## config.mk

```make
export PLATFORM = sky130hd
export DESIGN_NAME = if_id_stage
export DESIGN_NICKNAME = d
export VERILOG_FILES = /design/src/rtl/if_pkg.sv /design/src/rtl/if_fetch_fsm.sv /design/src/rtl/if_id_stage.sv
export SDC_FILE = /design/constraint.sdc
export NUM_CORES = 1
export LEC_CHECK = 0
export ABC_CLOCK_PERIOD_IN_PS = 2000
export BUFFER_PORTS_ARGS = -buffer_cell sky130_fd_sc_hd__clkbuf_2
export CAP_MARGIN = 20
export CORE_MARGIN = 2
export CORE_UTILIZATION = 35
export CTS_BUF_LIST = sky130_fd_sc_hd__clkbuf_2
export DETAILED_ROUTE_END_ITERATION = 10
export SKIP_LAST_GASP = 1
export SLEW_MARGIN = 20
export SYNTH_ARGS = -nofsm -noshare
export SYNTH_HDL_FRONTEND = slang
export SYNTH_SLANG_ARGS = --single-unit
```

## constraint.sdc

```tcl
create_clock -name clk -period 2 [get_ports clk]
set_input_delay 0.2 -clock clk [delete_from_list [all_inputs] [get_ports clk]]
set_output_delay 0.2 -clock clk [all_outputs]
set_load 0.03 [all_outputs]
```

## src/rtl/if_pkg.sv

```systemverilog
//------------------------------------------------------------------------------
// Package    : if_pkg
// Description: Shared FSM state encoding and default constants for the
//              instruction-fetch / IF-ID pipeline stage.
// Revision   : 1.0 - initial release
//------------------------------------------------------------------------------
`default_nettype none

package if_pkg;

  // Fetch sequencer states
  typedef enum logic [1:0] {
    S_FETCH   = 2'd0,  // idle or first cycle of a fetch
    S_WAIT    = 2'd1,  // imem response pending
    S_DISCARD = 2'd2   // squashed fetch still in flight, drop its response
  } fetch_state_t;

  localparam int unsigned c_PC_STEP   = 4;
  localparam logic [31:0] c_NOP_INSTR = 32'h0000_0000;

endpackage : if_pkg

`default_nettype wire

```

## src/rtl/if_fetch_fsm.sv

```systemverilog
//------------------------------------------------------------------------------
// Module     : if_fetch_fsm
// Description: Fetch sequencer. Tracks the single outstanding imem fetch,
//              decides when a response may be accepted and generates the
//              PC register write-enable.
// Revision   : 1.0 - initial release
//------------------------------------------------------------------------------
`default_nettype none

module if_fetch_fsm
  import if_pkg::*;
(
  input  logic         clk,
  input  logic         rst,         // synchronous, active-low
  input  logic         imem_valid,
  input  logic         stall,
  input  logic         flush,
  output fetch_state_t state,
  output logic         pc_write,
  output logic         fetch_busy
);

  fetch_state_t r_state;

  // State register and next-state selection (reset > flush > stall > normal)
  always_ff @(posedge clk) begin
    if (!rst) begin
      r_state <= S_FETCH;
    end else if (flush) begin
      // A fetch still in flight after the redirect must have its response dropped
      if (imem_valid || (r_state == S_FETCH)) r_state <= S_FETCH;
      else                                    r_state <= S_DISCARD;
    end else if (stall) begin
      // A squashed response can still be retired while the pipe is stalled
      if ((r_state == S_DISCARD) && imem_valid) r_state <= S_FETCH;
    end else begin
      case (r_state)
        S_FETCH,
        S_WAIT:    r_state <= imem_valid ? S_FETCH : S_WAIT;
        S_DISCARD: r_state <= imem_valid ? S_FETCH : S_DISCARD;
        default:   r_state <= S_FETCH;
      endcase
    end
  end

  // PC advances on an accepted fetch or on a redirect; held otherwise
  always_comb begin
    pc_write = 1'b0;
    if (!rst) begin
      pc_write = 1'b0;
    end else if (flush) begin
      pc_write = 1'b1;
    end else if (stall) begin
      pc_write = 1'b0;
    end else if ((r_state == S_FETCH) || (r_state == S_WAIT)) begin
      pc_write = imem_valid;
    end
  end

  assign state      = r_state;
  assign fetch_busy = (r_state != S_FETCH);

endmodule : if_fetch_fsm

`default_nettype wire

```

## src/rtl/if_id_stage.sv

```systemverilog
//------------------------------------------------------------------------------
// Module     : if_id_stage
// Description: Fetch-side pipeline stage. Latches PC and imem response into
//              the IF/ID register, inserting bubbles on memory wait and flush.
//              Optional feature macro: IF_ID_PERF_EN (adds perf_bubbles
//              saturating bubble counter output).
// Revision   : 1.0 - initial release
//------------------------------------------------------------------------------
`default_nettype none

module if_id_stage
  import if_pkg::*;
#(
  parameter int unsigned         DATA_W    = 32,
  parameter int unsigned         PC_STEP   = c_PC_STEP,
  parameter logic [DATA_W-1:0]   NOP_INSTR = c_NOP_INSTR[DATA_W-1:0]
) (
  input  logic              clk,
  input  logic              rst,         // synchronous, active-low
  input  logic [DATA_W-1:0] pc_in,
  input  logic [DATA_W-1:0] imem_rdata,
  input  logic              imem_valid,
  input  logic              stall,
  input  logic              flush,
  output logic              pc_write,
  output logic [DATA_W-1:0] if_id_pc,
  output logic [DATA_W-1:0] if_id_pc4,
  output logic [DATA_W-1:0] if_id_instr,
  output logic              if_id_valid,
`ifdef IF_ID_PERF_EN
  output logic [31:0]       perf_bubbles,
`endif
  output logic              fetch_busy
);

  fetch_state_t      w_state;
  logic              w_accepting;    // FETCH or WAIT: a response may be taken
  logic              w_capture;      // IF/ID loads a real instruction
  logic              w_wait_bubble;  // IF/ID loads a bubble because imem is slow
  logic [DATA_W-1:0] w_pc4;

  logic [DATA_W-1:0] r_pc;
  logic [DATA_W-1:0] r_pc4;
  logic [DATA_W-1:0] r_instr;
  logic              r_valid;

  if_fetch_fsm u_fsm (
    .clk        (clk),
    .rst        (rst),
    .imem_valid (imem_valid),
    .stall      (stall),
    .flush      (flush),
    .state      (w_state),
    .pc_write   (pc_write),
    .fetch_busy (fetch_busy)
  );

  // Wraps modulo 2^DATA_W; carry out is intentionally discarded
  assign w_pc4         = pc_in + DATA_W'(PC_STEP);
  assign w_accepting   = (w_state == S_FETCH) || (w_state == S_WAIT);
  assign w_capture     = !flush && !stall && w_accepting &&  imem_valid;
  assign w_wait_bubble = !flush && !stall && w_accepting && !imem_valid;

  // IF/ID pipeline register: reset > flush > stall/discard hold > capture/bubble
  always_ff @(posedge clk) begin
    if (!rst) begin
      r_pc    <= '0;
      r_pc4   <= '0;
      r_instr <= NOP_INSTR;
      r_valid <= 1'b0;
    end else if (flush) begin
      r_pc    <= '0;
      r_pc4   <= '0;
      r_instr <= NOP_INSTR;
      r_valid <= 1'b0;
    end else if (w_capture) begin
      r_pc    <= pc_in;
      r_pc4   <= w_pc4;
      r_instr <= imem_rdata;
      r_valid <= 1'b1;
    end else if (w_wait_bubble) begin
      // PC fields are left as-is; only the instruction is killed
      r_instr <= NOP_INSTR;
      r_valid <= 1'b0;
    end
  end

  assign if_id_pc    = r_pc;
  assign if_id_pc4   = r_pc4;
  assign if_id_instr = r_instr;
  assign if_id_valid = r_valid;

`ifdef IF_ID_PERF_EN
  logic [31:0] r_perf_bubbles;

  // Count cycles where IF/ID loads a bubble; saturate at all-ones
  always_ff @(posedge clk) begin
    if (!rst) begin
      r_perf_bubbles <= '0;
    end else if ((flush || w_wait_bubble) && (r_perf_bubbles != 32'hFFFF_FFFF)) begin
      r_perf_bubbles <= r_perf_bubbles + 32'd1;
    end
  end

  assign perf_bubbles = r_perf_bubbles;
`endif

endmodule : if_id_stage

`default_nettype wire

```

==> results of run 1 <==
layer usage:
metal / vias up / track usage, % / wire length (µm)
met5: - / 0 / 0
met4: 0 / 9.52 / 300
met3: 20 / 3.95 / 497
met2: 107 / 29.7 / 5540
met1: 1852 / 24.4 / 4990
li1: 1986 / - / -
per-stage QoR:
step,std cells,hold WS [ps]
final,816,52.0
after global placement,732,428
after floorplan,450,322
after CTS,815,8.78
after detailed placement,732,438
after global routing,816,23.8
cell usage in the layout (no fill, tap or decap), types with 2 or more instances in the layout:
cell / n
or2_2: 2
dlygate4sd3_1: 67
nor4_4: 2
a211oi_1: 7
nand3_1: 14
nand4_1: 5
buf_12: 2
xor2_1: 15
inv_1: 4
xnor2_1: 13
a22oi_1: 32
and3_1: 2
clkbuf_2: 179
o21ai_0: 21
clkinv_2: 4
dfxtp_1: 97
and4_1: 3
nor2_1: 49
a21oi_1: 55
nand2_1: 73
and2_1: 2
nor3_1: 4
buf_4: 6
logic make-up (layout without fill, tap and decap cells):
family | Yosys count | after routing
and+or+nand+nor | 167 | 167
AOI/OAI and AO/OA | 119 | 119
other | 0 | 1
DFF | 97 | 97
muxes | 1 | 1
buffers and inverters | 37 | 262
xor gates and xnor gates | 28 | 28
adders and majority gates | 1 | 1
registers in the layout, summed over array words and instances, names as in the netlist:
name and cells:
if_id_instr 32, if_id_pc 32, if_id_pc4 30, u_fsm.state 2, if_id_valid 1
worst register-to-register path, stage by stage, from the launching register on:
cell	delay, ps
dfxtp_1	400
or3_1	440
nor2_4	140
buf_12	330
nor2_1	110
a211oi_1	230
worst paths after layout:
path	startpoint	slack, ps	cells past startpoint	to
hold / removal	flush	50	3	u_fsm.state[1]
setup / recovery	u_fsm.state[1]	120	3	pc_write
hold reg to reg	if_id_pc[28]	470	2	if_id_pc[28]
setup reg to reg	u_fsm.state[1]	290	5	if_id_pc4[4]
repair_timing:
action | in CTS | in global routing
hold buffers | 67 | 0
setup buffers | 0 | 0
hold endpoints to repair | 95 | 0
area by class of cell:
type / instances / area (µm²) / area share (%)
Sequential cell: 97 / 1940 / 34.9
Antenna cell: 1 / 2.50 / 0.0449
Tap cell: 140 / 175 / 3.14
Timing Repair Buffer: 242 / 1590 / 28.6
Clock buffer: 12 / 60.1 / 1.08
Inverter: 4 / 15.0 / 0.269
Multi-Input combinational cell: 316 / 1770 / 31.7
Clock inverter: 4 / 20.0 / 0.359
power groups by stage:
stage / Sequential, mW / Clock, mW / Combinational (mW)
finish: 1.99 / 0.801 / 0.518
global route: 1.99 / 0.911 / 0.564
CTS: 1.99 / 0.844 / 0.518
detailed placement: 2.02 / 0 / 0.412
global placement: 2.02 / 0 / 0.407
floorplan: 2.08 / 0 / 0.170
==> results.yml, run 1 <==
pwr:
  switching_share_pct: 28.4
  p_int_mw: 2.37
  seq_power_share_pct: 60.1
  switchingPower_mw: 0.939
  combPwrFrac_pct: 15.7
  p_per_area_nw_per_um2: 593
  peakVddDrop_mv: 0.282
  power.clock.fraction_pct: 24.2
  power_leakage_nw: 2.34
  power.total_mw: 3.31
die:
  start_util_pct: 35.8
  die_height_um: 109
  ios: 168
  num_rows: 38
  die_area_um2: 11900
  fp.dieW_um: 109
  placeableCoreArea_um2: 10800
synthesis:
  synth_xor_area_share_pct: 6.34
  ys_ff_latch: 97
  synth.area.mux_share_pct: 0.259
  synth_cell_types: 38
  yosysTopAreaCell: "dfxtp_1"
  synthTopCellsByArea: "dfxtp_1 (50%), a21oi_1 (7.1%), nand2_1 (7.1%)"
  synthAdderAreaFrac_pct: 0.324
  syn_nets: 520
  synthesis.area_um2: 3870
  yosys.area.top_type_share_pct: 50.2
  synthCells: 450
  synth_top_family_by_area: "simple AND/OR/NAND/NOR gates"
  synth_ff_type: "dfxtp_1"
  synth_most_common_cell: "dfxtp_1"
  synth-edff-count: 0
  ys_warn_count: 0
  syn_avg_cell_area_um2: 8.59
  synth_compound_area_share_pct: 18.2
  ys_top_cells_by_count: "dfxtp_1 (97), nand2_1 (73), a21oi_1 (55)"
  yosysSeqAreaShare_pct: 50.2
  async_flop_share_pct: 0
  yosys.area_share.simple_pct: 20.3
clock_tree:
  post_cts_resized: 0
  clock_latency_ps: 550
  cts_root_buf: "clkbuf_2"
  cts_tree: "done"
  cts_buffers: 9
  clkSinkCount: 97
  ctsHtreeMaxLevel: 3
  clk_path_buf_depth: 2
  path_clk_slew_ps: 240
sta:
  max_slew_margin_pct: 63.9
  final-hold-violation-count: 0
  slew_viol_final: 0
  rsz0062_at_grt: "no"
  finClkSkew_ps: 16.9
  timing.final.crit_period_ps: 1880
  worstMarginPinSlew_ps: 537
  max_freq_mhz: 532
  setup_viol: 0
  fin_crit_sh_pct: 93.9
  setup_ws_ps: 122
  tns_ps: 0
setup_path:
  cp_cell_sequence: "nor3_1 -> o21a_1 -> clkbuf_2"
  crit_fanout: 5
  crit_buf_inv: 1
  worstPathRequired_ps: 1800
  crit_type: "flip-flop to output pin"
  cp_slowest_stage_delay_ps: 400
  critPathSlowestCell: "dfxtp_1"
  worstPathArrival_ps: 1680
  crit_family: "flip-flops"
  endpoint_kind: "output pin"
  start_kind: "flip-flop"
global_route:
  antenna_found_initial: 1
  grt_max_degree: 92
  grt_pass1_vias: 3597
  grt_overflow_total: 0
  grt_usage_pct: 18.9
  grt_pass1_wl_um: 17500
final_layout:
  layout.nets: 740
  syn2layout_area_growth_pct: 44.1
  fill_cells: 1061
  drive_gt1_share_pct: 29.9
  design_area_um2: 5570
  post-route-util_pct: 51.6
run:
  cap_violations: 0
detailed_routing:
  ant_nets: 0
  post_drt_wl_per_cell_um: 13.9
  post_drt_via_cell_ratio: 4.86
  drc: 0
  drt-initial-drc-count: 280
  first_pass_iters: 5
  wl_um: 11300
  vias: 3965
placement:
  dpl_cell_area_um2: 4820
  routabilityCongestion: 0.771
  dpl_worst_slack_ps: 195
  post-dp-hpwl_um: 7590
  portBuffers: 167
run_status:
  status: "finished clean"
hold_path:
  hold_path_class: "input pin to flip-flop"
Note: power is estimated with default switching activity, not from simulation.
==> run 2, diff against run 1 <==
--- a/config.mk
+++ b/config.mk
@@ -10,2 +10,4 @@
 export CAP_MARGIN = 20
+export CELL_PAD_IN_SITES_DETAIL_PLACEMENT = 0
+export CELL_PAD_IN_SITES_GLOBAL_PLACEMENT = 1
 export CORE_MARGIN = 2
@@ -14,2 +16,3 @@
 export DETAILED_ROUTE_END_ITERATION = 10
+export PLACE_DENSITY_LB_ADDON = 0.1
 export SKIP_LAST_GASP = 1
==> constraint.sdc (replaced) <==
create_clock -name clk -period 2 [get_ports clk]
set_input_delay 0.1 -clock clk [delete_from_list [all_inputs] [get_ports clk]]
set_output_delay 0.1 -clock clk [all_outputs]
set_load 0.03 [all_outputs]
==> run 2 against run 1 <==
  * Critical path depth unchanged
  * Final cell count unchanged
  * Hold slack better by 23 ps
  * Routed wire length up 0.97%
  * Critical path type unchanged
  * Setup slack better by 160 ps
  * Clock skew up 12 ps
  * Final area up 0.36%
  * First-iteration DRC count down 37%
  * Core utilization up 0.19 points
  * Register-to-register slack better by 20 ps
==> results.yml, run 2 (synthesis results as in run 1) <==
pwr:
  power_leakage_nw: 2.34
  p_per_area_nw_per_um2: 610
  power.total_mw: 3.41
  peakVddDrop_mv: 0.367
setup_path:
  worstPathRequired_ps: 1900
  cp_slowest_stage_delay_ps: 400
  critPathSlowestCell: "dfxtp_1"
  rr_worst_depth: 5
  cp_cell_sequence: "nor3_1 -> o21a_1 -> clkbuf_2"
  worstPathArrival_ps: 1620
  crit_type: "flip-flop to output pin"
  endpoint_kind: "output pin"
  start_kind: "flip-flop"
  crit_fanout: 5
sta:
  max_slew_margin_pct: 63.9
  tns_ps: 0
  finClkSkew_ps: 29.2
  worstMarginPinSlew_ps: 537
  slew_viol_final: 0
  fin_crit_sh_pct: 86.1
  rsz0062_at_grt: "no"
  max_freq_mhz: 581
  setup_viol: 0
  timing.final.crit_period_ps: 1720
  final-hold-violation-count: 0
detailed_routing:
  post_drt_via_cell_ratio: 4.78
  ant_nets: 0
  wl_um: 11400
  drt-initial-drc-count: 176
  met3WireLength_um: 655
  drc: 0
  post_drt_wl_per_cell_um: 14.0
  topRoutingLayerUsed: "met4"
  first_pass_iters: 4
  vias: 3897
  m1WireLength_um: 5220
  wl_met2_um: 5470
final_layout:
  layout_commonest_cell: "clkbuf_2"
  design_area_um2: 5590
  drive_gt1_share_pct: 29.6
  layout.nets: 742
  final_cell_mix: "clkbuf_2 (177), dfxtp_1 (97), nand2_1 (73)"
  syn2layout_area_growth_pct: 44.6
  diodes: 0
clock_tree:
  cts_root_buf: "clkbuf_2"
  clock_latency_ps: 560
  path_clk_slew_ps: 260
  cts_setup_buffers: 0
  postCtsHoldBufs: 68
  clkSinkCount: 97
  ctsHtreeMaxLevel: 3
  post_cts_resized: 0
  cts_buffers: 9
  cts_tree: "done"
  clk_path_buf_depth: 2
global_route:
  grt_max_degree: 93
  grt_usage_pct: 19.3
  grt_overflow_total: 0
  grt_pass1_vias: 3595
  grt_pass1_wl_um: 17900
  antenna_found_initial: 0
die:
  num_rows: 38
  die_height_um: 109
  die_area_um2: 11900
  placeableCoreArea_um2: 10800
  start_util_pct: 35.8
  ios: 168
  fp.dieW_um: 109
hold_path:
  whs_path_depth: 5
  hold_path_class: "input pin to flip-flop"
run:
  cap_violations: 0
placement:
  dpl_cell_area_um2: 4810
  routabilityCongestion: 0.755
  portBuffers: 167
  post-dp-hpwl_um: 7720
run_status:
  status: "finished clean"
==> run 2: cell count changes in the layout (fill, tap and decap cells not counted), sizes merged <==
cell	before	now
clkbuf	179	177
buf	8	9
bufinv	0	1
diode	1	0
dlygate4sd3	67	68
==> run 2: worst paths after layout <==
kind	from	endpoint	slack, ps
setup / recovery	u_fsm.state[1]	pc_write	280
hold / removal	flush	if_id_pc4[27]	70
setup reg to reg	u_fsm.state[1]	if_id_pc4[21]	310
hold reg to reg	if_id_pc[17]	if_id_pc[17]	470
==> run 2: critical path: cells and delay by family (launching register included) <==
family	cells	cell delay, ps
AO/OA/AOI/OAI	1	150
buffers and inverters	1	200
flip-flops	1	400
AND/OR/NAND/NOR	1	310
==> run 2: report_power, final <==
| part | switching, mW | total [mW] | internal [mW] |
|---|---|---|---|
| Sequential | 0.0170 | 1.99 | 1.97 |
| Clock | 0.631 | 0.907 | 0.275 |
| Combinational | 0.292 | 0.515 | 0.223 |
| Total | 0.940 | 3.41 | 2.47 |
==> run 2: cell type report <==
class                   instances  area [µm²]
flip-flops and latches         97        1940
multi-input cells             316        1770
well taps                     140         175
repair buffers                244        1600
inverters                       4        15.0
clock buffers                  10        50.0
fillers                      1059        5200
clock inverters                 5        47.5
==> run 2: per-layer routing <==
metal	up-vias	global-route usage, %
met4	0	5.86
met1	1801	24.8
met3	10	5.02
met5	-	0
met2	101	31.6
li1	1985	-
==> run 2: through the flow <==
step	hold slack, ps	setup slack (ps)	util [%]	std cells
floorplan	222	335	-	450
global placement	324	292	44.6	733
finish	74.6	278	51.8	816
detailed placement	328	309	44.6	733
global route	22.9	121	51.8	816
CTS	18.1	211	51.8	816
==> run 3, diff against run 2 <==
ABC_AREA = 1   (was default)
CORE_UTILIZATION = 34   (was 35)
==> run 3 against run 2 <==
  * Critical path depth is 3 higher
  * Setup slack worse by 59 ps
  * Global-route usage is 0.76 points higher
  * Sequential share of layout area is 3.2 points lower
  * Fmax is 3.3% lower
  * Core utilization is 2.6 points lower
  * Final cell count is 28% higher
  * Non-clock buffer count is 3 higher
  * Clock power is 37% higher
  * Largest cell class is now multi-input gates
==> results.yml, run 3 <==
sta:
  worstMarginPinSlew_ps: 391
  setup_viol: 0
  fin_crit_sh_pct: 89.1
  max_slew_margin_pct: 73.9
  finClkSkew_ps: 19.0
  tns_ps: 0
  final-hold-violation-count: 0
  holdWs_ps: 56.5
  slew_viol_final: 0
  rsz0062_at_grt: "no"
  timing.final.crit_period_ps: 1780
  max_freq_mhz: 561
synthesis:
  synthAdderAreaFrac_pct: 0.290
  synth_top_family_by_area: "simple AND/OR/NAND/NOR gates"
  synthTopCellsByArea: "dfxtp_1 (45%), nand2_1 (17%), nor2_1 (9.7%)"
  synthesis.area_um2: 4310
  synthCells: 641
  yosys.area_share.simple_pct: 34.3
  yosysTopAreaCell: "dfxtp_1"
  yosys.area.top_type_share_pct: 45.1
  synth_most_common_cell: "nand2_1"
  ys_warn_count: 0
  yosysSeqAreaShare_pct: 45.1
  ys_top_cells_by_count: "nand2_1 (196), nor2_1 (111), dfxtp_1 (97)"
  synth-edff-count: 0
  synth_compound_area_share_pct: 11.7
  synth.area.mux_share_pct: 0
  synth_ff_type: "dfxtp_1"
  synth_cell_types: 27
  synth_xor_area_share_pct: 0.813
  ys_ff_latch: 97
  syn_avg_cell_area_um2: 6.72
  async_flop_share_pct: 0
  syn_nets: 711
final_layout:
  fill_cells: 1317
  final_cell_mix: "nand2_1 (196), clkbuf_2 (177), nor2_1 (110)"
  design_area_um2: 6160
  syn2layout_area_growth_pct: 43.0
  diodes: 0
  layout.nets: 938
  drive_gt1_share_pct: 24.3
  post-route-util_pct: 49.2
  layout_commonest_cell: "nand2_1"
die:
  ios: 168
  fp.dieW_um: 117
  start_util_pct: 34.4
  num_rows: 41
  die_height_um: 117
  placeableCoreArea_um2: 12500
  die_area_um2: 13600
pwr:
  p_int_mw: 2.75
  switchingPower_mw: 1.03
  power.clock.fraction_pct: 33.0
  peakVddDrop_mv: 0.297
  combPwrFrac_pct: 14.4
  p_per_area_nw_per_um2: 612
  seq_power_share_pct: 52.7
  power.total_mw: 3.77
  power_leakage_nw: 2.88
  switching_share_pct: 27.3
detailed_routing:
  ant_nets: 0
  first_pass_iters: 4
  drt-initial-drc-count: 195
  post_drt_wl_per_cell_um: 13.1
  wl_um: 13600
  drc: 0
  vias: 4735
  post_drt_via_cell_ratio: 4.53
setup_path:
  endpoint_kind: "flip-flop"
  crit_fanout: 28
  critPathSlowestCell: "dlygate4sd3_1"
  cp_slowest_stage_delay_ps: 570
  reg2reg_slack_ps: 220
  worstPathArrival_ps: 2340
  worstPathRequired_ps: 2560
  start_kind: "flip-flop"
  cp_cell_sequence: "nor2_2 -> nand2_2 -> inv_4 -> nand3_1 -> dlygate4sd3_1 -> a31oi_1"
  crit_type: "flip-flop to flip-flop"
placement:
  post-dp-hpwl_um: 9720
  dpl_cell_area_um2: 5300
  portBuffers: 167
  routabilityCongestion: 0.836
global_route:
  grt_pass1_wl_um: 21300
  antenna_found_initial: 0
  grt_overflow_total: 0
  grt_pass1_vias: 4451
  grt_max_degree: 52
  grt_usage_pct: 20.0
clock_tree:
  cts_root_buf: "clkbuf_2"
  path_clk_slew_ps: 260
  clk_path_buf_depth: 2
  cts_tree: "done"
  clock_latency_ps: 610
  ctsHtreeMaxLevel: 3
  cts_buffers: 9
  clkSinkCount: 97
hold_path:
  hold_path_class: "input pin to flip-flop"
run:
  cap_violations: 0
run_status:
  status: "finished clean"
run 3: changes by cell type after synthesis, sizes merged, moves of 5 or more:
cell	before	now
nand4	6	1
a22oi	32	0
xor2	15	2
inv	4	44
nand2	73	200
xnor2	13	2
o21ai	22	36
nand3	14	35
a211oi	7	1
nor2	50	122
clkbuf	16	11
run 3: power by group through the flow:
stage               sequential, mW  combinational [mW]  clock, mW
floorplan                     2.08               0.194          0
global placement              2.02               0.436          0
detailed placement            2.02               0.439          0
CTS                           1.99               0.545       1.30
global route                  1.99               0.600       1.36
finish                        1.99               0.543       1.24
run 3: layout make-up:
cell class / count / area [µm²] / area share, %
Multi-Input combinational cell: 468 / 2030 / 33.0
Inverter: 45 / 171 / 2.78
Clock inverter: 6 / 115 / 1.87
Clock buffer: 10 / 50.0 / 0.812
Timing Repair Buffer: 247 / 1640 / 26.6
Tap cell: 172 / 215 / 3.49
Sequential cell: 97 / 1940 / 31.5
run 3: repair_timing:
| item | CTS | global route |
|---|---|---|
| buffers inserted | 0 | 0 |
| hold buffers | 70 | 0 |
| endpoints found under the hold margin | 96 | 0 |
| endpoints found under the setup margin | 0 | 2 |
| resized for setup | 0 | 1 |
run 3: worst paths after layout:
check,endpoint,cells past startpoint,startpoint
worst max-delay path,if_id_pc4[13],6,u_fsm.state[1]
worst min-delay path,if_id_pc[2],4,flush
worst max register to register,if_id_pc4[13],6,u_fsm.state[1]
worst min register to register,if_id_instr[25],2,if_id_instr[25]
run 3: cell families (layout without fill, tap and decap cells):
group | Yosys count | after routing
buffers and inverters | 76 | 308
adders and majority gates | 1 | 1
and+or+nand+nor | 364 | 364
xor gates and xnor gates | 4 | 4
DFF | 97 | 97
AOI/OAI and AO/OA | 99 | 99
run 3: metal layers:
layer  track usage (%)  share of wire [%]  wire (µm)
met5                 0                  0          0
met4              7.84                1.6        217
met3              3.74                4.5        619
met2              34.1                 48       6510
met1              25.2                 46       6300
run 3: critical path, delay by kind of cell (launching register included):
kind / cells / cell delay [ps]
buffers and inverters: 2 / 840
AO/OA/AOI/OAI: 1 / 120
flip-flops: 1 / 390
AND/OR/NAND/NOR: 3 / 390
run 3: stage by stage:
step                      setup WS [ps]  instances
after floorplan                     843        641
after global placement              500        959
after detailed placement            421        959
after CTS                           103       1045
after global routing                111       1045
final                               218       1045
